**src/rtl/inert_intf.sv**
```systemverilog
// inert_intf: front end for inertial_integrator.
// Configures the IMU over the SPI monarch after power-up. On each data-ready
// interrupt it reads pitch rate and Z acceleration, one byte per transaction,
// then presents {ptch_rt, AZ} together with a single-cycle vld strobe.
module inert_intf #(
    parameter int INIT_W = 16
) (
    input  logic        clk,
    input  logic        rst_n,
    input  logic        INT,
    input  logic        done,
    input  logic [7:0]  resp,
    output logic        wrt,
    output logic [15:0] cmd,
    output logic [15:0] ptch_rt,
    output logic [15:0] AZ,
    output logic        vld
);

    typedef enum logic [3:0] {
        INIT_WAIT,
        CFG1,
        CFG2,
        CFG3,
        CFG4,
        WAIT_INT,
        RD_PL,
        RD_PH,
        RD_AL,
        RD_AH,
        UPDATE
    } state_t;

    localparam logic [15:0] CMD_INT_CFG   = 16'h0D02;
    localparam logic [15:0] CMD_ACCEL_CFG = 16'h1053;
    localparam logic [15:0] CMD_GYRO_CFG  = 16'h1150;
    localparam logic [15:0] CMD_ROUND_CFG = 16'h1460;
    localparam logic [15:0] CMD_RD_PL     = 16'hA200;
    localparam logic [15:0] CMD_RD_PH     = 16'hA300;
    localparam logic [15:0] CMD_RD_AL     = 16'hAC00;
    localparam logic [15:0] CMD_RD_AH     = 16'hAD00;

    state_t state;
    state_t next_state;

    logic              int_ff1;
    logic              int_ff2;
    logic [INIT_W-1:0] init_cnt;
    logic              init_full;

    logic [7:0] pl;
    logic [7:0] ph;
    logic [7:0] al;

    logic        issue;
    logic [15:0] issue_cmd;
    logic        latch_pl;
    logic        latch_ph;
    logic        latch_al;
    logic        publish;

    // Bring the asynchronous IMU interrupt into the clock domain
    always_ff @(posedge clk or negedge rst_n) begin
        if (!rst_n) begin
            int_ff1 <= 1'b0;
            int_ff2 <= 1'b0;
        end else begin
            int_ff1 <= INT;
            int_ff2 <= int_ff1;
        end
    end

    // Power-up wait counter, runs only while waiting for the IMU to boot
    always_ff @(posedge clk or negedge rst_n) begin
        if (!rst_n) begin
            init_cnt <= '0;
        end else if (state == INIT_WAIT) begin
            init_cnt <= init_cnt + 1'b1;
        end else begin
            init_cnt <= '0;
        end
    end

    assign init_full = &init_cnt;

    // State register
    always_ff @(posedge clk or negedge rst_n) begin
        if (!rst_n) begin
            state <= INIT_WAIT;
        end else begin
            state <= next_state;
        end
    end

    // Next-state logic: every SPI-backed state advances only on done
    always_comb begin
        next_state = state;
        case (state)
            INIT_WAIT: if (init_full) next_state = CFG1;
            CFG1:      if (done)      next_state = CFG2;
            CFG2:      if (done)      next_state = CFG3;
            CFG3:      if (done)      next_state = CFG4;
            CFG4:      if (done)      next_state = WAIT_INT;
            WAIT_INT:  if (int_ff2)   next_state = RD_PL;
            RD_PL:     if (done)      next_state = RD_PH;
            RD_PH:     if (done)      next_state = RD_AL;
            RD_AL:     if (done)      next_state = RD_AH;
            RD_AH:     if (done)      next_state = UPDATE;
            UPDATE:                   next_state = WAIT_INT;
            default:                  next_state = INIT_WAIT;
        endcase
    end

    // Output decode: which command to launch and which byte to capture on
    // the transition into the next state
    always_comb begin
        issue     = 1'b0;
        issue_cmd = 16'h0000;
        latch_pl  = 1'b0;
        latch_ph  = 1'b0;
        latch_al  = 1'b0;
        publish   = 1'b0;
        case (state)
            INIT_WAIT: begin
                issue     = init_full;
                issue_cmd = CMD_INT_CFG;
            end
            CFG1: begin
                issue     = done;
                issue_cmd = CMD_ACCEL_CFG;
            end
            CFG2: begin
                issue     = done;
                issue_cmd = CMD_GYRO_CFG;
            end
            CFG3: begin
                issue     = done;
                issue_cmd = CMD_ROUND_CFG;
            end
            WAIT_INT: begin
                issue     = int_ff2;
                issue_cmd = CMD_RD_PL;
            end
            RD_PL: begin
                issue     = done;
                issue_cmd = CMD_RD_PH;
                latch_pl  = done;
            end
            RD_PH: begin
                issue     = done;
                issue_cmd = CMD_RD_AL;
                latch_ph  = done;
            end
            RD_AL: begin
                issue     = done;
                issue_cmd = CMD_RD_AH;
                latch_al  = done;
            end
            RD_AH: begin
                publish   = done;
            end
            default: begin
                issue     = 1'b0;
            end
        endcase
    end

    // Byte holding registers for the partially assembled sample
    always_ff @(posedge clk or negedge rst_n) begin
        if (!rst_n) begin
            pl <= 8'h00;
            ph <= 8'h00;
            al <= 8'h00;
        end else begin
            if (latch_pl) pl <= resp;
            if (latch_ph) ph <= resp;
            if (latch_al) al <= resp;
        end
    end

    // Registered outputs. The AZ high byte is taken straight from resp on the
    // final done so that ptch_rt, AZ and vld all appear in the UPDATE cycle,
    // one clock after that done, with no separate AH holding register.
    always_ff @(posedge clk or negedge rst_n) begin
        if (!rst_n) begin
            wrt     <= 1'b0;
            cmd     <= 16'h0000;
            ptch_rt <= 16'h0000;
            AZ      <= 16'h0000;
            vld     <= 1'b0;
        end else begin
            wrt <= issue;
            vld <= publish;
            if (issue) cmd <= issue_cmd;
            if (publish) begin
                ptch_rt <= {ph, pl};
                AZ      <= {resp, al};
            end
        end
    end

endmodule

```
**config.mk**
```make
export PLATFORM = sky130hd
export DESIGN_NAME = inert_intf
export DESIGN_NICKNAME = d
export VERILOG_FILES = /design/src/rtl/inert_intf.sv
export SDC_FILE = /design/constraint.sdc
export NUM_CORES = 1
export LEC_CHECK = 0
export BUFFER_PORTS_ARGS = -buffer_cell sky130_fd_sc_hd__buf_2
export CORE_ASPECT_RATIO = 1.2
export CORE_MARGIN = 2
export CORE_UTILIZATION = 40
export CTS_CLUSTER_DIAMETER = 80
export DETAILED_ROUTE_END_ITERATION = 16
export PLACE_DENSITY = 0.58
export SLEW_MARGIN = 5
export SYNTH_ARGS = -nofsm -noshare
export SYNTH_HDL_FRONTEND = slang
export SYNTH_SLANG_ARGS = --single-unit
```
**constraint.sdc**
```tcl
create_clock -name clk -period 5.3 [get_ports clk]
set_input_delay 1.59 -clock clk [delete_from_list [all_inputs] [get_ports clk]]
set_output_delay 1.59 -clock clk [all_outputs]
set_load 0.02 [all_outputs]
```
* After elaboration in Yosys (flattened, before gate mapping) *
Cells that the tools add are included.

operators by class
  add/subtract/negate cells = 1
  equal/unequal tests = 20
  muxes and demuxes = 18
  reductions and logical operators = 4

operator list
  operator                                                         number
  16-bit one-hot mux with 8 select lines                           1
  4-bit one-hot mux with 11 select lines                           1
  4-bit 2-to-1 mux                                                 10
  2-bit != test, second input constant                             10
  16-bit by 1-bit adder with 16-bit output, second input constant  1
  4-bit by 3-bit == test with 1-bit output, second input constant  4
  16-bit 2-to-1 mux                                                1
  16-bit AND reduction                                             1
  4-bit == test, second input constant                             3
  10-bit AND reduction                                             1
  4-bit by 2-bit == test with 1-bit output, second input constant  2
  6-bit OR reduction                                               1
  4-bit by 1-bit == test with 1-bit output, second input constant  1
  4-bit logical NOT                                                1
  1-bit 2-to-1 mux                                                 4
  1-bit one-hot mux with 3 select lines                            1

word-level totals
  bits in registers = 96

* Logic depth before layout (Yosys ltp) *
Gate-level depths: netlist of the first run.

  depth after elaboration = 3
  depth in mapped cells = 8

* Least setup slack after synthesis of the first run *
No wires, ideal clock.

  kind = input port to flip-flop
  start point = input port done
  end point = register cmd[10]
  library setup time = 0.125 ns
  arrival = 2.793 ns
  required time = 5.175 ns
  path slack = 2.382 ns
  cell stages on the path = 7
  cell sequence = inv_1 or3_1 buf_6 o311a_1 o21ai_2 buf_12 mux2_4

between the ends
  word-level cells in the longest chain between the ends = 1

RTL lines
  element                                line  RTL
  start, declared                        11    input logic done,
  1-bit one-hot mux with 3 select lines  123   case (state)
  named net issue                        55    logic issue;
  end signal, assigned                   194   if (issue) cmd <= issue_cmd;
  end, declared                          14    output logic [15:0] cmd,

The timed path passes the listed nets, and every way through them passes these cells.
A chain may end at the register's enable or synchronous reset.

* Worst setup path in the final report of the first run *
  start point = input port done
  end point = register cmd[0]

between the ends
  word-level cells in the longest chain between the ends = 1

RTL lines
  element                                line
  1-bit one-hot mux with 3 select lines  123

No other way between the ends.

==> summary.md, run 1 <==
| Metric | Value |
|---|---|
| Fin crit share | 57.5% |
| Most common cell after layout, fill and taps aside | dfrtp_1 |
| R2r setup slk | approximately 2700 ps |
| Largest net degree at the start of global routing | 69 |
| Critical Path RT | about 5600 ps |
| Routed WL | 6600 um |
| Depth of the CTS H-tree | 3 |
| # clock sinks | 90 |
| Crit path launch type | input port |
| Die W | between 90 and 100 um |
| Clock Skews | roughly 12 ps |
| Worst hold path class | register to register |
| # port buffers | 57 |
| Reg2Reg Depth | 5 |
| Worst setup endpoint | cmd[0]$_DFFE_PN0P_ |
| Starting DRT DRC Count | a little over 60 |
| F_max | 328 MHz |
| Storage cell area | 0.00225 mm2 |
| Area of the multi-input gates | between 0.001 and 0.0015 mm2 |
| Vias in the first global route | approximately 2200 |
| CTS tree | done |
| Final net count | ~350 |
| CP max FO | 11 |
| Global route overflow | 0 |
| Routed vias/inst | 4.91 |
| RR Endpoint | cmd[0]$_DFFE_PN0P_ |
| Synth Register Bits | 90 |
| Detailed Place HPWL | between 4000 and 5000 um |
| ANT cells | 0 |
| 1st-pass router iterations | 4 |
| # fillers | 861 |
| Element type at the critical path end | register |
| CTS Buf Count | 9 |
| Outcome | complete, no violations |
| Synth Flop Type | dfrtp_1 |
| Worst-path clk slew | about 90 ps |
| Synth Cell Area | approximately 0.0038 mm2 |
| Cts hold-fix bufs | 0 |
| Setup violators final | 0 |
| Maximum clock insertion buffer count | 2 |
| Critical Path Source | done |
| Initial antenna violation count | 0 |
| Most frequent cells in the layout | dfrtp_1 (90), mux2_2 (57), buf_2 (56) |
| DIE AREA | just over 0.01 mm2 |
| Slew Viols, Final | 0 |
| Via count | 2250 |
| # DRC | 0 |
| Tot GR Track Use | 14.0% |
| Tot Pwr | 2.36 mW |
| Distinct cells, synth | 42 |
| Critical path arrival | 3300 ps |
| Crit Path Category | input port to register |
| Ys async rst share | between 90% and 100% |
| Mean Syn Cell Area | 13.6 um2 |
| Root buf cell | clkbuf_8 |
| Setup TNS | 0 ps |
| Wire per inst | approximately 14 um |
| Max-slew headroom | 40.7% |
| Cells after synthesis | around 280 |
| Layout cell share with drive strength beyond 1 | a little over two fifths |
| RSZ-0062 raised after global routing | false |
| Yosys warns | 0 |
| Final hold violation count | 0 |
| EDFF count, synth | 0 |
| Fin crit period | 3050 ps |
| Post-CTS Setup Bufs | 0 |
| Core Footprint | 0.00913 mm2 |
| Clk Latency, worst-skew pair | about 360 ps |
| Seq/Total Area, Yosys | 59.7% |
| IO Pins | 62 |
| Max-cap violation count | 0 |
| Global-route wire length before repair | 10900 um |
| # rows | 38 |
| Antenna viol nets, final | 0 |
| Leakage | 2.10 nW |
| Starting density of the core | roughly two fifths |
| Power per Cell Area | approximately 550 mW/mm2 |
| Layout Area Growth over Synthesis | 14.2% |
| GPL Wtd Cong | approximately 0.77 |
| Worst Max-Slew Pin Slew | slightly below 900 ps |
| Reg2reg start | state[1]$_DFFE_PN0P_ |
| Post-cts resize count | 0 |
| VDD IR max | roughly 0.00018 V |
| Die height | 110 um |
## report_power, final
part           switching [mW]  internal (mW)
logic                   0.426          0.381
clock network           0.247          0.223
registers               0.156          0.923
total                   0.829           1.53
## area by class of cell
class / instances / area share [%]
flip-flops and latches: 90 / 52.3
clock inverters: 6 / 1.66
repair buffers: 59 / 7.03
inverters: 6 / 0.523
multi-input cells: 167 / 32.0
well taps: 120 / 3.49
clock buffers: 10 / 2.96
## worst min-delay path by stage
stage,start,slack [ps],end,cells past startpoint
global route,int_ff1$_DFF_PN0_,410,int_ff2$_DFF_PN0_,0
finish,int_ff1$_DFF_PN0_,400,int_ff2$_DFF_PN0_,0
detailed placement,int_ff1$_DFF_PN0_,380,int_ff2$_DFF_PN0_,0
floorplan,int_ff1$_DFF_PN0_,330,int_ff2$_DFF_PN0_,0
CTS,int_ff1$_DFF_PN0_,400,int_ff2$_DFF_PN0_,0
global placement,int_ff1$_DFF_PN0_,370,int_ff2$_DFF_PN0_,0
## state kept, by name (all words and copies together) (netlist names)
name,count
AZ,16
init_cnt,16
al,8
pl,8
int_ff2,1
wrt,1
state,4
vld,1
cmd,10
int_ff1,1
ptch_rt,16
ph,8
## metal layers
| metal | vias to the layer above | wire length [um] | global-route usage, % |
|---|---|---|---|
| li1 | 1068 | - | - |
| met1 | 1130 | 3030 | 17.8 |
| met2 | 40 | 3150 | 22.2 |
| met3 | 12 | 249 | 2.72 |
| met4 | 0 | 175 | 8.82 |
| met5 | - | 0 | 0 |
## cells by family (layout without fill, tap and decap cells)
logic type,Yosys count,after routing,synth area share [%]
flip-flops,90,90,59.7
multiplexers,67,67,20.9
AND/OR/NAND/NOR,62,62,8.03
buffers and inverters,24,81,3.98
AO/OA/AOI/OAI,19,19,3.68
XOR/XNOR,14,14,3.25
adder cells (fa/ha/maj),1,1,0.332
other,1,4,0.0995
## worst max-delay path, stage by stage
cell,delay [ps]
buf_2,150
inv_1,90
or3_1,560
o311a_1,220
o21ai_2,280
mux2_2,400
## synth_stat cells, types with 4 or more instances
library cell,instances,area share (%)
buf_2,5,0.66
buf_4,6,1.2
dfrtp_1,90,60
inv_1,5,0.50
mux2_2,57,17
mux2_4,9,3.6
nand2_1,10,1.0
nand3_1,8,1.1
nand4_1,4,0.66
nor2_1,27,2.7
xnor2_1,4,0.93
xor2_1,10,2.3
## per-stage QoR
step	setup slack (ps)	hold WS [ps]	instance area, um2	util, %	instances
after floorplan	2380	331	3780	-	281
after global placement	1900	366	4110	45.0	442
after detailed placement	1850	380	4110	45.0	442
after CTS	2250	401	4310	47.2	458
after global routing	2120	405	4310	47.2	458
final	2250	397	4310	47.2	458
Power figures use the tool's default switching activity.
==> run 2, diff against run 1 <==
- clock period: 5.3 -> 2.9 ns (I/O delays scaled with it)
==> run 2 against run 1 <==
Compared with the run above:
- clock power rose by 61%
- sequential power rose by 81%
- power rose by 79%
- clock-buffer cell count rose by 2
- register-to-register slack got worse by 2100 ps
- largest power group unchanged
- combinational power rose by 87%
- worst hold slack improved by 1.4 ps
- design area rose by 0.55%
- non-clock buffer count rose by 7
- first-iteration DRC count rose by 32%
- utilization rose by 0.26 points
==> summary.md, run 2 (synthesis gave the netlist of run 1 again) <==
| Metric | Value |
|---|---|
| Power per Cell Area | 975 mW/mm2 (+78%) |
| Hold Path Sink | int_ff2$_DFF_PN0_ |
| Clk Latency, worst-skew pair | 350 ps (about the same) |
| Global route overflow | 0 (unchanged) |
| Fin crit share | between 80% and 90% |
| Global-route wire length before repair | 10800 um (-1.1%) |
| Hold path depth | 0 (unchanged) |
| Clock Skews | 10.3 ps (-1.46 ps) |
| Crit path launch type | register |
| Crit Path Category | register to register |
| Critical path arrival | 2580 ps (-720 ps) |
| F_max | between 400 and 500 MHz |
| # DRC | 0 (unchanged) |
| GPL Wtd Cong | 0.779 (+0.63%) |
| Root buf cell | clkbuf_8 |
| # port buffers | 57 (unchanged) |
| PnR worst setup slack | 553 ps (-1700 ps) |
| Reg2Reg Depth | 5 (unchanged) |
| 1st-pass router iterations | 4 (unchanged) |
| Post-cts resize count | 0 (unchanged) |
| Worst-path clk slew | 90 ps (about the same) |
| Worst hold start | int_ff1$_DFF_PN0_ |
| Largest net degree at the start of global routing | 51 (-26%) |
| Final net count | 353 (+2.0%) |
| Worst hold path class | register to register |
| Final hold violation count | 0 (unchanged) |
| Depth of the CTS H-tree | 3 (unchanged) |
| R2r setup slk | 550 ps (-2150 ps) |
| Tot Pwr | 4.22 mW (+79%) |
| Detailed Place HPWL | 4370 um (-1.1%) |
| Initial antenna violation count | 0 (unchanged) |
| CTS tree | done |
| Wire per inst | 14.3 um (-0.98%) |
| Most frequent cells in the layout | dfrtp_1 (90), mux2_2 (57), buf_2 (56) |
| Max-slew headroom | 48.4% (+7.6 points) |
| Outcome | complete, no violations |
| Critical Path RT | 3130 ps (-2420 ps) |
| Fin crit period | between 2000 and 2500 ps |
| Storage cell area | 0.00225 mm2 (unchanged) |
| Cts hold-fix bufs | 0 (unchanged) |
| Max-cap violation count | 0 (unchanged) |
| Antenna viol nets, final | 0 (unchanged) |
| Layout cell share with drive strength beyond 1 | 43.3% (+0.71 points) |
| Hold WS | 399 ps (+1.40 ps) |
| Core Footprint | 0.00913 mm2 (unchanged) |
| CP max FO | 18 (+7) |
| Reg2reg start | state[1]$_DFFE_PN0P_ |
| CTS Buf Count | 9 (unchanged) |
| Starting DRT DRC Count | 82 (+32%) |
| Layout Area Growth over Synthesis | 14.8% |
| Die height | 110 um (unchanged) |
| Slew Viols, Final | 0 (unchanged) |
| Maximum clock insertion buffer count | 2 (unchanged) |
| Vias in the first global route | 2238 (+0.36%) |
| Setup TNS | 0 ps (unchanged) |
| Post-CTS Setup Bufs | 0 (unchanged) |
| Die W | 92.6 um (unchanged) |
| Leakage | 2.12 nW (+1.1%) |
| Largest registers | AZ (16), init_cnt (16), ptch_rt (16) |
| Pre-CTS setup slack | 446 ps (-1410 ps) |
| Element type at the critical path end | register |
| Starting density of the core | 41.3% (unchanged) |
| # fillers | 850 (-1.3%) |
| ANT cells | 0 (unchanged) |
| Routed vias/inst | 4.91 (-0.15%) |
| # rows | 38 (unchanged) |
| RSZ-0062 raised after global routing | false |
| Area of the multi-input gates | 0.00138 mm2 (unchanged) |
| Tot GR Track Use | 13.7% (-0.28 points) |
| DIE AREA | 0.0102 mm2 (unchanged) |
| Most common cell after layout, fill and taps aside | dfrtp_1 |
| Worst Max-Slew Pin Slew | 775 ps (-111 ps) |
| Routed WL | 6620 um (+0.32%) |
| Via count | 2276 (+1.2%) |
| VDD IR max | 0.000456 V (+150%) |
| Setup violators final | 0 (unchanged) |
| # clock sinks | 90 (unchanged) |
| IO Pins | 62 (unchanged) |
| RR Endpoint | cmd[0]$_DFFE_PN0P_ |
run 2: worst max-delay path by stage:
stage | from | slack [ps] | endpoint | depth (start not counted)
global placement | done | 500 | cmd[0]$_DFFE_PN0P_ | 6
CTS | init_cnt[0]$_DFF_PN0_ | 530 | cmd[0]$_DFFE_PN0P_ | 7
detailed placement | done | 450 | cmd[0]$_DFFE_PN0P_ | 6
global route | init_cnt[0]$_DFF_PN0_ | 420 | cmd[0]$_DFFE_PN0P_ | 7
finish | state[1]$_DFFE_PN0P_ | 550 | cmd[0]$_DFFE_PN0P_ | 5
floorplan | done | 700 | cmd[10]$_DFFE_PN0P_ | 7
run 2: where the power goes:
part	internal (mW)	leakage [nW]	total, mW	switching [mW]
clock	0.336	0.0831	0.759	0.423
combinational	0.715	0.864	1.51	0.790
sequential	1.69	1.17	1.96	0.271
run 2: metrics by stage:
stage / std cells / cell area (um2) / util (%)
6_report: 464 / 4330 / 47.4
5_1_grt: 464 / 4330 / 47.4
4_1_cts: 464 / 4330 / 47.4
3_5_place_dp: 449 / 4160 / 45.6
3_3_place_gp: 449 / 4160 / 45.6
2_1_floorplan: 281 / 3780 / -
run 2: worst max-delay path: stages, from the launching register on:
cell and delay (ps):
dfrtp_1 580, or3_4 460, or3_1 330, o311a_1 140, o21ai_2 300, mux2_2 410
run 2: layout make-up:
type	instances	share of cell area, %
Clock buffer	12	3.35
Clock inverter	3	0.578
Inverter	6	0.520
Multi-Input combinational cell	167	31.8
Sequential cell	90	52.0
Tap cell	120	3.47
Timing Repair Buffer	66	8.21
run 2: per-layer routing:
metal | GRT usage, % | routed length, um | vias to the layer above
li1 | - | - | 1075
met1 | 17.9 | 3080 | 1145
met2 | 21.7 | 3120 | 48
met3 | 3.81 | 322 | 8
met4 | 5.88 | 101 | 0
met5 | 0 | 0 | -
